<file path="src/rtl/iob_cpu_bus_arbiter.sv">
// Two-manager IOb arbiter: merges the CPU instruction (m0) and data (m1) buses onto a single
// subordinate port. Requests pass combinationally; a small ID FIFO routes each read response
// back to the manager that issued it.
module iob_cpu_bus_arbiter #(
  parameter int unsigned ADDR_W    = 32,
  parameter int unsigned DATA_W    = 32,
  parameter int unsigned MAX_OUTST = 2,
  parameter bit          RR_EN     = 1'b1
) (
  input  logic                clk_i,
  input  logic                arst_n_i,
  input  logic                cke_i,
  input  logic                m0_iob_valid_i,
  input  logic [ADDR_W-1:0]   m0_iob_addr_i,
  input  logic [DATA_W-1:0]   m0_iob_wdata_i,
  input  logic [DATA_W/8-1:0] m0_iob_wstrb_i,
  output logic                m0_iob_ready_o,
  output logic                m0_iob_rvalid_o,
  output logic [DATA_W-1:0]   m0_iob_rdata_o,
  input  logic                m1_iob_valid_i,
  input  logic [ADDR_W-1:0]   m1_iob_addr_i,
  input  logic [DATA_W-1:0]   m1_iob_wdata_i,
  input  logic [DATA_W/8-1:0] m1_iob_wstrb_i,
  output logic                m1_iob_ready_o,
  output logic                m1_iob_rvalid_o,
  output logic [DATA_W-1:0]   m1_iob_rdata_o,
  output logic                s_iob_valid_o,
  output logic [ADDR_W-1:0]   s_iob_addr_o,
  output logic [DATA_W-1:0]   s_iob_wdata_o,
  output logic [DATA_W/8-1:0] s_iob_wstrb_o,
  input  logic                s_iob_ready_i,
  input  logic                s_iob_rvalid_i,
  input  logic [DATA_W-1:0]   s_iob_rdata_i,
  output logic                err_o
);

  localparam int unsigned PtrW = (MAX_OUTST > 1) ? $clog2(MAX_OUTST) : 1;
  localparam int unsigned CntW = $clog2(MAX_OUTST + 1);

  typedef enum logic [0:0] {StIdle, StHold} state_e;

  state_e                state_q, state_d;
  logic                  gnt_q, gnt_d;
  logic                  last_gnt_q, last_gnt_d;
  logic [CntW-1:0]       cnt_q;
  logic [PtrW-1:0]       wptr_q, rptr_q;
  logic [MAX_OUTST-1:0]  fifo_q;
  logic                  err_q;

  logic full, elig0, elig1, sel, req, xfer, sel_rd, push, pop, stray, head;

  function automatic logic [PtrW-1:0] ptr_inc(input logic [PtrW-1:0] p);
    return (p == PtrW'(MAX_OUTST - 1)) ? '0 : p + 1'b1;
  endfunction

  // Full uses the registered count only, so a same-cycle pop never admits a new read.
  assign full  = (cnt_q == CntW'(MAX_OUTST));
  assign elig0 = m0_iob_valid_i & ((m0_iob_wstrb_i != '0) | ~full);
  assign elig1 = m1_iob_valid_i & ((m1_iob_wstrb_i != '0) | ~full);

  // Arbitration and hold FSM: pick a winner in idle, lock onto it until accepted.
  always_comb begin
    state_d    = state_q;
    gnt_d      = gnt_q;
    last_gnt_d = last_gnt_q;
    sel        = 1'b0;
    req        = 1'b0;
    unique case (state_q)
      StIdle: begin
        req = elig0 | elig1;
        if (elig0 && elig1) sel = RR_EN ? ~last_gnt_q : 1'b1;
        else                sel = elig1;
        if (req) begin
          if (s_iob_ready_i) begin
            last_gnt_d = sel;
          end else begin
            gnt_d   = sel;
            state_d = StHold;
          end
        end
      end
      StHold: begin
        sel = gnt_q;
        req = gnt_q ? m1_iob_valid_i : m0_iob_valid_i;
        // A manager withdrawing its request abandons the transfer.
        if (!req) begin
          state_d = StIdle;
        end else if (s_iob_ready_i) begin
          last_gnt_d = gnt_q;
          state_d    = StIdle;
        end
      end
      default: state_d = StIdle;
    endcase
  end

  // Request mux and response routing.
  always_comb begin
    s_iob_addr_o  = sel ? m1_iob_addr_i  : m0_iob_addr_i;
    s_iob_wdata_o = sel ? m1_iob_wdata_i : m0_iob_wdata_i;
    s_iob_wstrb_o = sel ? m1_iob_wstrb_i : m0_iob_wstrb_i;
    sel_rd        = (s_iob_wstrb_o == '0);
    xfer          = req & s_iob_ready_i;
    push          = xfer & sel_rd;
    pop           = s_iob_rvalid_i & (cnt_q != '0);
    stray         = s_iob_rvalid_i & (cnt_q == '0);
    head          = fifo_q[rptr_q];

    s_iob_valid_o   = req & arst_n_i;
    m0_iob_ready_o  = xfer & ~sel & arst_n_i;
    m1_iob_ready_o  = xfer & sel & arst_n_i;
    m0_iob_rvalid_o = pop & ~head & arst_n_i;
    m1_iob_rvalid_o = pop & head & arst_n_i;
    m0_iob_rdata_o  = s_iob_rdata_i;
    m1_iob_rdata_o  = s_iob_rdata_i;
    err_o           = err_q;
  end

  // Arbiter state; last_gnt resets to m1 so m0 wins the first contested cycle.
  always_ff @(posedge clk_i or negedge arst_n_i) begin
    if (!arst_n_i) begin
      state_q    <= StIdle;
      gnt_q      <= 1'b0;
      last_gnt_q <= 1'b1;
      err_q      <= 1'b0;
    end else if (cke_i) begin
      state_q    <= state_d;
      gnt_q      <= gnt_d;
      last_gnt_q <= last_gnt_d;
      if (stray) err_q <= 1'b1;
    end
  end

  // Requester-ID FIFO for reads in flight.
  always_ff @(posedge clk_i or negedge arst_n_i) begin
    if (!arst_n_i) begin
      fifo_q <= '0;
      wptr_q <= '0;
      rptr_q <= '0;
      cnt_q  <= '0;
    end else if (cke_i) begin
      if (push) begin
        fifo_q[wptr_q] <= sel;
        wptr_q         <= ptr_inc(wptr_q);
      end
      if (pop) rptr_q <= ptr_inc(rptr_q);
      if (push && !pop)      cnt_q <= cnt_q + 1'b1;
      else if (!push && pop) cnt_q <= cnt_q - 1'b1;
    end
  end

endmodule
</file>
<file path="config.mk">
export PLATFORM = sky130hd
export DESIGN_NAME = iob_cpu_bus_arbiter
export DESIGN_NICKNAME = d
export VERILOG_FILES = /design/src/rtl/iob_cpu_bus_arbiter.sv
export SDC_FILE = /design/constraint.sdc
export NUM_CORES = 1
export LEC_CHECK = 0
export CORE_AREA = 2 2 122 124
export CTS_BUF_LIST = sky130_fd_sc_hd__clkbuf_2 sky130_fd_sc_hd__clkbuf_4 sky130_fd_sc_hd__clkbuf_8
export CTS_CLUSTER_DIAMETER = 100
export DETAILED_ROUTE_END_ITERATION = 16
export DIE_AREA = 0 0 124 126
export DONT_BUFFER_PORTS = 1
export PLACE_DENSITY = 0.34
export SLEW_MARGIN = 15
export SYNTH_ARGS = -nofsm -noshare
export SYNTH_HDL_FRONTEND = slang
export SYNTH_SLANG_ARGS = --single-unit
</file>
<file path="constraint.sdc">
create_clock -name clk_i -period 7.35 [get_ports clk_i]
set_input_delay 1.8375 -clock clk_i [delete_from_list [all_inputs] [get_ports clk_i]]
set_output_delay 1.8375 -clock clk_i [all_outputs]
set_load 0.02 [all_outputs]
</file>
---- Word-level counts from Yosys, hierarchy flattened ----
Index checks and enable logic that the tools add are counted.
Widths: inputs -> output; s select.
word-level totals
  latch bits .............................. 0
  RAM bits ................................ 0
  output and inout bits ................... 138
  logic and storage cells ................. 87
  memories ................................ 0
  ROM bits ................................ 0
  flip-flop bits (word level) ............. 10
cells by class
  shifts and indexed selects .............. 0
  multipliers ............................. 0
  bitwise logic cells ..................... 24
  muxes and demuxes ....................... 25
  div/mod/pow operators ................... 0
  reduce and logical (&&, ||, !) cells .... 18
  $add $sub $neg .......................... 4
  equal/unequal tests ..................... 5
  order comparisons ....................... 3
operators by type and width
  cell                 count
  $mux 32              2
  $and 1x1->1          15
  $mux 1               14
  $pmux 1 s2           4
  $reduce_and 2->1     4
  $reduce_bool 4->1    2
  $ne 2x2->1 const B   3
  $not 1->1            6
  $reduce_and 5->1     1
  $logic_and 1x1->1    4
  $logic_not 4->1      1
  $lt 1x2->1 const B   2
  $mux 2               2
  $mux 4               1
  $reduce_and 4->1     1
  $reduce_bool 2->1    2
  $or 1x1->1           3
  $add 1x1->1 const B  2
  $add 2x1->2 const B  1
  $bwmux 2             1
  $eq 2x2->1 const B   1
  $logic_not 1->1      2
  $logic_not 2->1      1
  $ne 2x1->1 const B   1
  other kinds (3)      3

---- Logic depth before layout (Yosys ltp) ----
Gate-level depths: netlist of the first run.
  word-level depth ........................ 14
  gate-level depth with buffers ........... 10
  mapped depth without buffers ............ 9

---- Worst setup path before layout of the first run ----
Ideal clock, no wire load.
  path type ............................... input-to-output
  start point ............................. input m0_iob_wstrb_i[1]
  end point ............................... output s_iob_addr_o[0]
  arrival time ............................ 3.707 ns
  buffers on the path ..................... 1
  required time ........................... 5.512 ns
  stages .................................. 5
  slack ................................... 1.805 ns
  cells stage by stage .................... or4_4 -> o211a_1 -> o31ai_4 -> buf_6 -> mux2_2
on the way
  longest elaborated chain between the ends .. 7
RTL lines
  item               line  RTL
  from (decl)        16    input logic [DATA_W/8-1:0] m0_iob_wstrb_i,
  $reduce_bool 4->1  58    assign elig0 = m0_iob_valid_i & ((m0_iob_wstrb_i != '0) | ~full);
  $or 1x1->1         58
  $and 1x1->1        58
  $logic_and 1x1->1  71    if (elig0 && elig1) sel = RR_EN ? ~last_gnt_q : 1'b1;
  $mux 1             71
  $pmux 1 s2         68    unique case (state_q)
  $mux 32            99    s_iob_addr_o = sel ? m1_iob_addr_i : m0_iob_addr_i;
  to (decl)          28    output logic [ADDR_W-1:0] s_iob_addr_o,
No other way between the ends.

---- Worst setup path after layout of the first run ----
  start point ............................. input m0_iob_wstrb_i[1]
  end point ............................... output s_iob_wdata_o[4]
on the way
  longest elaborated chain between the ends .. 7
RTL lines
  item               line  RTL
  $reduce_bool 4->1  58
  $or 1x1->1         58
  $and 1x1->1        58
  $logic_and 1x1->1  71
  $mux 1             71
  $pmux 1 s2         68
  $mux 32            100   s_iob_wdata_o = sel ? m1_iob_wdata_i : m0_iob_wdata_i;
  to (decl)          29    output logic [DATA_W-1:0] s_iob_wdata_o,
No other way between the ends.

==> results of run 1 <==
cells by family after synthesis:
kind of cell    after synthesis  synth area share
buf+inv                      74             0.287
mux                          69             0.391
flops                        10             0.127
compound gates               21            0.0895
simple gates                 30            0.0775
fa+ha+maj                     1           0.00630
xor+xnor                      5            0.0221
per-stage QoR:
stage | cells | hold WS, ps | power, mW | area, sq um
final | 328 | 485 | 0.401 | 1720
after global routing | 328 | 524 | 0.427 | 1720
after CTS | 328 | 488 | 0.409 | 1720
after detailed placement | 324 | 479 | 0.337 | 1670
after global placement | 324 | 482 | 0.335 | 1670
after floorplan | 210 | 447 | 0.359 | 1990
worst min-delay path, cell delays in order (launching register included):
cell and delay, ps:
sky130_fd_sc_hd__dfstp_2 380, sky130_fd_sc_hd__nand2_1 50, sky130_fd_sc_hd__nand2_1 50
layer usage:
layer,track usage,wire length [microns]
met1,0.103,2970
met2,0.134,3580
met3,0.0208,726
met4,0.0145,19
met5,0,0
registers in the layout (all words and copies together), names as in the netlist:
signal      cells
err_o           1
gnt_q           1
wptr_q          1
fifo_q          2
last_gnt_q      1
state_q         1
cnt_q           2
rptr_q          1
placed cells by master (no fill, tap or decap), types with 2 or more instances in the layout:
cell type | synthesis | layout
sky130_fd_sc_hd__a21oi_1 | 4 | 4
sky130_fd_sc_hd__buf_4 | 64 | 2
sky130_fd_sc_hd__clkbuf_8 | 0 | 4
sky130_fd_sc_hd__dfrtp_1 | 9 | 9
sky130_fd_sc_hd__inv_1 | 2 | 2
sky130_fd_sc_hd__mux2_2 | 68 | 68
sky130_fd_sc_hd__nand2_1 | 9 | 9
sky130_fd_sc_hd__nand2b_1 | 3 | 3
sky130_fd_sc_hd__nor2_1 | 6 | 6
sky130_fd_sc_hd__nor2b_1 | 3 | 3
sky130_fd_sc_hd__o211a_1 | 2 | 2
sky130_fd_sc_hd__o21ai_0 | 3 | 3
sky130_fd_sc_hd__o311a_1 | 2 | 2
sky130_fd_sc_hd__xnor2_1 | 2 | 2
sky130_fd_sc_hd__xor2_1 | 3 | 3
layout make-up:
type,instances,area (sq um),area share
clock buffers,4,55.1,0.0320
inverters,2,7.51,0.00436
multi-input cells,126,1160,0.675
flip-flops and latches,10,251,0.146
well taps,184,230,0.134
repair buffers,2,15.0,0.00871
path summary, 6_finish.rpt:
check                                        from                      to  slack, ps  depth (start not counted)
hold reg to reg            last_gnt_q$_DFFE_PN1P_  last_gnt_q$_DFFE_PN1P_        490                          2
hold / removal             last_gnt_q$_DFFE_PN1P_  last_gnt_q$_DFFE_PN1P_        490                          2
setup reg to reg             cnt_q[0]$_DFFE_PN0P_    cnt_q[1]$_DFFE_PN0P_       4890                          8
min in group asynchronous                arst_n_i   fifo_q[1]$_DFFE_PN0P_       1290                          0
setup / recovery                m0_iob_wstrb_i[1]        s_iob_wdata_o[4]       1590                          5
max in group asynchronous                arst_n_i  last_gnt_q$_DFFE_PN1P_       5890                          0
power by group through the flow:
stage	clock network (mW)	logic [mW]	registers [mW]
after global placement	0	0.240	0.0949
after detailed placement	0	0.242	0.0949
after floorplan	0	0.270	0.0888
after global routing	0.0748	0.254	0.0976
after CTS	0.0726	0.242	0.0944
final	0.0699	0.237	0.0942
==> results.md, run 1 <==
- Pin count of the biggest net entering global routing: between 40 and 50
- Clock tree buffer depth: 2
- Transition time of the tightest slew-check pin: ~570 ps
- Max Cap Viol: 0
- Hold bufs inserted after CTS: 0
- Worst-path clk slew: about 50 ps
- Top flip-flop cell by instance count after synthesis: sky130_fd_sc_hd__dfrtp_1
- Internal power: slightly above 200 uW
- Slowest CP cell: sky130_fd_sc_hd__or4_4
- Vias in the first global route: roughly 1300
- TritonCTS clock tree: done
- Number of setup violations in the final report: 0
- Setup CP Type: input pin to primary output
- Cell taking the most area after synthesis: sky130_fd_sc_hd__mux2_2
- Total routing resource utilization after global routing: 0.0797
- Cells along the critical path: or4_4 -> o211a_1 -> o31ai_4 -> buf_4 -> mux2_2
- Number of port buffers: 0
- Std cell rows: 44
- Global-route congestion overflow total: 0
- Peak per-stage delay on the critical path: approximately 540 ps
- Area of the core: 0.0143 sq mm
- Count of buffers added by post-CTS timing repair for setup: 0
- Setup skew after layout: between 4 and 5 ps
- Kind of start point of the critical path: input pin
- Level count of the clock H-tree: 1
- Clock network power share: 0.174
- Class of the tightest hold or removal check: flop to flop
- Arrival time of the worst setup path: approximately 3900 ps
- Clock sinks: 10
- DIE WIDTH: roughly 120 microns
- Final #Nets: about 320
- Final hold vios: 0
- Number of top-level pins: ~310
- Number of antenna repair diodes: 0
- Clock Root Buffer: sky130_fd_sc_hd__clkbuf_8
- Final worst path period need: ~5800 ps
- Initial standard-cell utilization of the core: 0.139
- Via count normalized by instance count: ~3.9
- Relative slew slack: 0.614
- End-of-flow core utilization: 0.120
- Endpoint kind of the worst setup timing path: primary output
- Top cells by count, synth: 68 x sky130_fd_sc_hd__mux2_2, 64 x sky130_fd_sc_hd__buf_4, 9 x sky130_fd_sc_hd__dfrtp_1, 9 x sky130_fd_sc_hd__nand2_1, 7 x sky130_fd_sc_hd__buf_6
- Worst supply voltage drop on vdd: roughly 0.000085 V
- Cell count after synthesis: 210
- Top post-synthesis cells by area: sky130_fd_sc_hd__mux2_2 39%, sky130_fd_sc_hd__buf_4 24%, sky130_fd_sc_hd__dfrtp_1 11%, sky130_fd_sc_hd__buf_6 4.0%, sky130_fd_sc_hd__nand2_1 1.7%
- Part of the total power dissipated in sequential elements: 0.235
- Power density over the cells: 233 mW/mm^2
- TritonCTS Buffers: 3
- Residual DRC count: 0
- Final sum of negative setup slack: 0 ps
- Number of register bits inferred by synthesis: 10
- Post-DP HPWL: roughly 6600 microns
- Post-CTS resize count: 0
- Post-Syn Nets: approximately 390
- Setup repair after global routing missed its margin: no
- Antenna violations before repair: 0
- Most frequent cell after synthesis: sky130_fd_sc_hd__mux2_2
- Result of the run: complete, no violations
- Number of fill cells in the layout: around 1600
- Number of enable flip-flop cells after synthesis: 0
- Placer Congestion: 0.714
- Sequential element share of the synthesized area: 0.127
- Clk_lat worst skew: approximately 230 ps
- Achievable Freq: approximately 170 MHz
- Number of detailed-routing iterations run before antenna repair: 4
- Average footprint of a synthesized cell: ~9.5 sq um
- Post-placement worst setup slack: roughly 1600 ps
- Final count of pins violating max slew: 0
- Post-synth design cell area: 0.00199 sq mm
- CP top delay family: simple AND/OR/NAND/NOR gates
- Total Die Area: ~0.016 sq mm
- Number of distinct library cells after synthesis: 38
- Power share of the combinational group: 0.591
- Die Y-Extent: around 130 microns
- Pleak: around 0.57 nW
- Final WL: roughly 7300 microns
- Wire length of the first global-routing pass: 8670 microns
- Fraction of layout cells with a size suffix above 1: 0.563
- Vias after detailed routing: roughly 1300
- Detail-routed net length per standard cell: 22.3 microns
- Worst Path Buf+Inv: 1
- Remaining antenna violation count after routing: 0
- CP Max Fanout: 44
- Iter 0 DRT Violations: 27
- Final setup slack of the worst path: around 1600 ps
- Area growth, synth to finish: -13.2%
- Worst Path Required: approximately 5500 ps
- Proportion of netlist area held by the largest area contributor: 0.386
- Ratio of final minimum period to clock period: 0.784
- Switching part of the total: 0.484
- Async set-or-reset flop fraction in the synthesized netlist: 1.00
- Net Sw Power: between 150 and 200 uW
- Number of warning messages in the yosys log: 0
Note: power is estimated with default switching activity, not from simulation.
==> inputs of run 2 (changes only) <==
Clock period 7.35 ns to 5.4 ns, I/O delays scaled along.
==> run 2 against run 1 <==
Net effect:
- power up 36%
- worst setup slack worse by 970 ps
- clock skew down 3.2 ps
- critical path depth unchanged
- utilization unchanged
- die area unchanged
- sequential cell count unchanged
- global-route usage up 0.057 points
- register-to-register slack worse by 1900 ps
- via count up 1.2%
- non-clock buffer count unchanged
- cell count unchanged
==> results.md, run 2 (same netlist as run 1, synthesis figures left out) <==
- Power density over the cells: 317 mW/mm^2 (+36%)
- Wire length of the first global-routing pass: 8740 microns (+0.80%)
- Setup skew after layout: 1.14 ps (-3.22 ps)
- Reg-to-reg slack, setup: 2960 ps (-1930 ps)
- Total Die Area: 0.0156 sq mm (unchanged)
- Final #Nets: 321 (unchanged)
- Post-placement cell area: 0.00167 sq mm (unchanged)
- Level count of the clock H-tree: 1 (unchanged)
- Post-CTS resize count: 0 (unchanged)
- TritonCTS clock tree: done
- Final worst path period need: around 4800 ps
- CP Max Fanout: 44 (unchanged)
- Vias in the first global route: 1309 (+1.1%)
- Worst-path clk slew: 50 ps (about the same)
- Pin count of the biggest net entering global routing: 45 (unchanged)
- Hold bufs inserted after CTS: 0 (unchanged)
- Number of antenna repair diodes: 0 (unchanged)
- Residual DRC count: 0 (unchanged)
- Arrival time of the worst setup path: 3440 ps (-480 ps)
- Relative slew slack: 0.624 (+0.00928)
- Final WL: 7350 microns (+0.67%)
- Number of port buffers: 0 (unchanged)
- Fraction of layout cells with a size suffix above 1: 0.563 (unchanged)
- Setup repair after global routing missed its margin: no
- Std cell rows: 44 (unchanged)
- Result of the run: complete, no violations
- DIE WIDTH: 124 microns (unchanged)
- Worst supply voltage drop on vdd: 0.000117 V (+37%)
- Detail-routed net length per standard cell: 22.4 microns (+0.67%)
- Initial standard-cell utilization of the core: 0.139 (unchanged)
- Achievable Freq: approximately 210 MHz
- Endpoint kind of the worst setup timing path: primary output
- Area used by multi-input combinational logic: 0.00116 sq mm (unchanged)
- Clk_lat worst skew: 240 ps (about the same)
- Pleak: 0.574 nW (unchanged)
- Area of the core: 0.0143 sq mm (unchanged)
- Antenna violations before repair: 0 (unchanged)
- Die Y-Extent: 126 microns (unchanged)
- Clock tree buffer depth: 2 (unchanged)
- Setup CP Type: input pin to primary output
- Clock sinks: 10 (unchanged)
- Placer Congestion: 0.716 (+0.31%)
- Final hold vios: 0 (unchanged)
- Number of setup violations in the final report: 0 (unchanged)
- Most common cell after layout, fill and taps aside: sky130_fd_sc_hd__mux2_2
- Total routing resource utilization after global routing: 0.0803 (+0.000565)
- Via count normalized by instance count: 3.96 (+1.2%)
- Area growth, synth to finish: -13.2% (unchanged)
- Kind of start point of the critical path: input pin
- Ratio of final minimum period to clock period: 0.886
- Count of buffers added by post-CTS timing repair for setup: 0 (unchanged)
- Max Cap Viol: 0 (unchanged)
- Class of the tightest hold or removal check: flop to flop
- Global-route congestion overflow total: 0 (unchanged)
- Final sum of negative setup slack: 0 ps (unchanged)
- Worst Path Required: 4050 ps (-1460 ps)
- Clock Root Buffer: sky130_fd_sc_hd__clkbuf_8
- Number of fill cells in the layout: 1616 (+0.44%)
- Post-DP HPWL: 6630 microns (+0.28%)
- Final count of pins violating max slew: 0 (unchanged)
- Largest registers: cnt_q (2), fifo_q (2)
- Area taken by flip-flops and latches: 251 sq um (unchanged)
- Top library cells by usage in the layout, fill and taps aside: 68 x sky130_fd_sc_hd__mux2_2, 9 x sky130_fd_sc_hd__nand2_1, 9 x sky130_fd_sc_hd__dfrtp_1
- Remaining antenna violation count after routing: 0 (unchanged)
- Iter 0 DRT Violations: 24 (-11%)
- Number of top-level pins: 313 (unchanged)
- Transition time of the tightest slew-check pin: 559 ps (-13.8 ps)
- Vias after detailed routing: 1300 (+1.2%)
- Number of detailed-routing iterations run before antenna repair: 4 (unchanged)
- End-of-flow core utilization: 0.120 (unchanged)
- Final instance area: 0.00172 sq mm (unchanged)
- Overall power after layout: 547 uW (+36%)
- TritonCTS Buffers: 3 (unchanged)
run 2: cell counts in the layout (fill, tap and decap cells not counted):
Identical to the previous run, type by type.
run 2: path summary, 6_finish.rpt:
check	endpoint	from	cells after the start
setup / recovery	s_iob_wdata_o[4]	m0_iob_wstrb_i[1]	5
hold / removal	last_gnt_q$_DFFE_PN1P_	last_gnt_q$_DFFE_PN1P_	2
setup reg to reg	cnt_q[1]$_DFFE_PN0P_	cnt_q[0]$_DFFE_PN0P_	8
hold reg to reg	last_gnt_q$_DFFE_PN1P_	last_gnt_q$_DFFE_PN1P_	2
max in group asynchronous	last_gnt_q$_DFFE_PN1P_	arst_n_i	0
min in group asynchronous	fifo_q[0]$_DFFE_PN0P_	arst_n_i	0
run 2: cell type report:
| type | instances | area share |
|---|---|---|
| Multi-Input combinational cell | 126 | 0.675 |
| Clock buffer | 4 | 0.0320 |
| Inverter | 2 | 0.00436 |
| Sequential cell | 10 | 0.146 |
| Timing Repair Buffer | 2 | 0.00871 |
| Tap cell | 184 | 0.134 |
run 2: stage by stage:
step / std cells / hold slack, ps / worst slack, ps
floorplan: 210 / 447 / 830
global placement: 324 / 482 / 656
detailed placement: 324 / 478 / 613
CTS: 328 / 485 / 613
global route: 328 / 528 / 521
finish: 328 / 482 / 615
run 2: critical path, stage by stage:
cell	delay, ps
sky130_fd_sc_hd__or4_4	540
sky130_fd_sc_hd__o211a_1	280
sky130_fd_sc_hd__o31ai_4	230
sky130_fd_sc_hd__buf_4	480
sky130_fd_sc_hd__mux2_2	510
run 2: power by group:
part	internal [mW]	switching, mW
clock network	0.0643	0.0315
logic	0.118	0.204
registers	0.0994	0.0292
run 2: routing by layer:
metal | wire length [microns] | vias up | global-route usage
li1 | - | 543 | -
met1 | 2940 | 600 | 0.103
met2 | 3630 | 153 | 0.136
met3 | 762 | 4 | 0.0240
met4 | 13 | 0 | 0.00991
met5 | 0 | - | 0
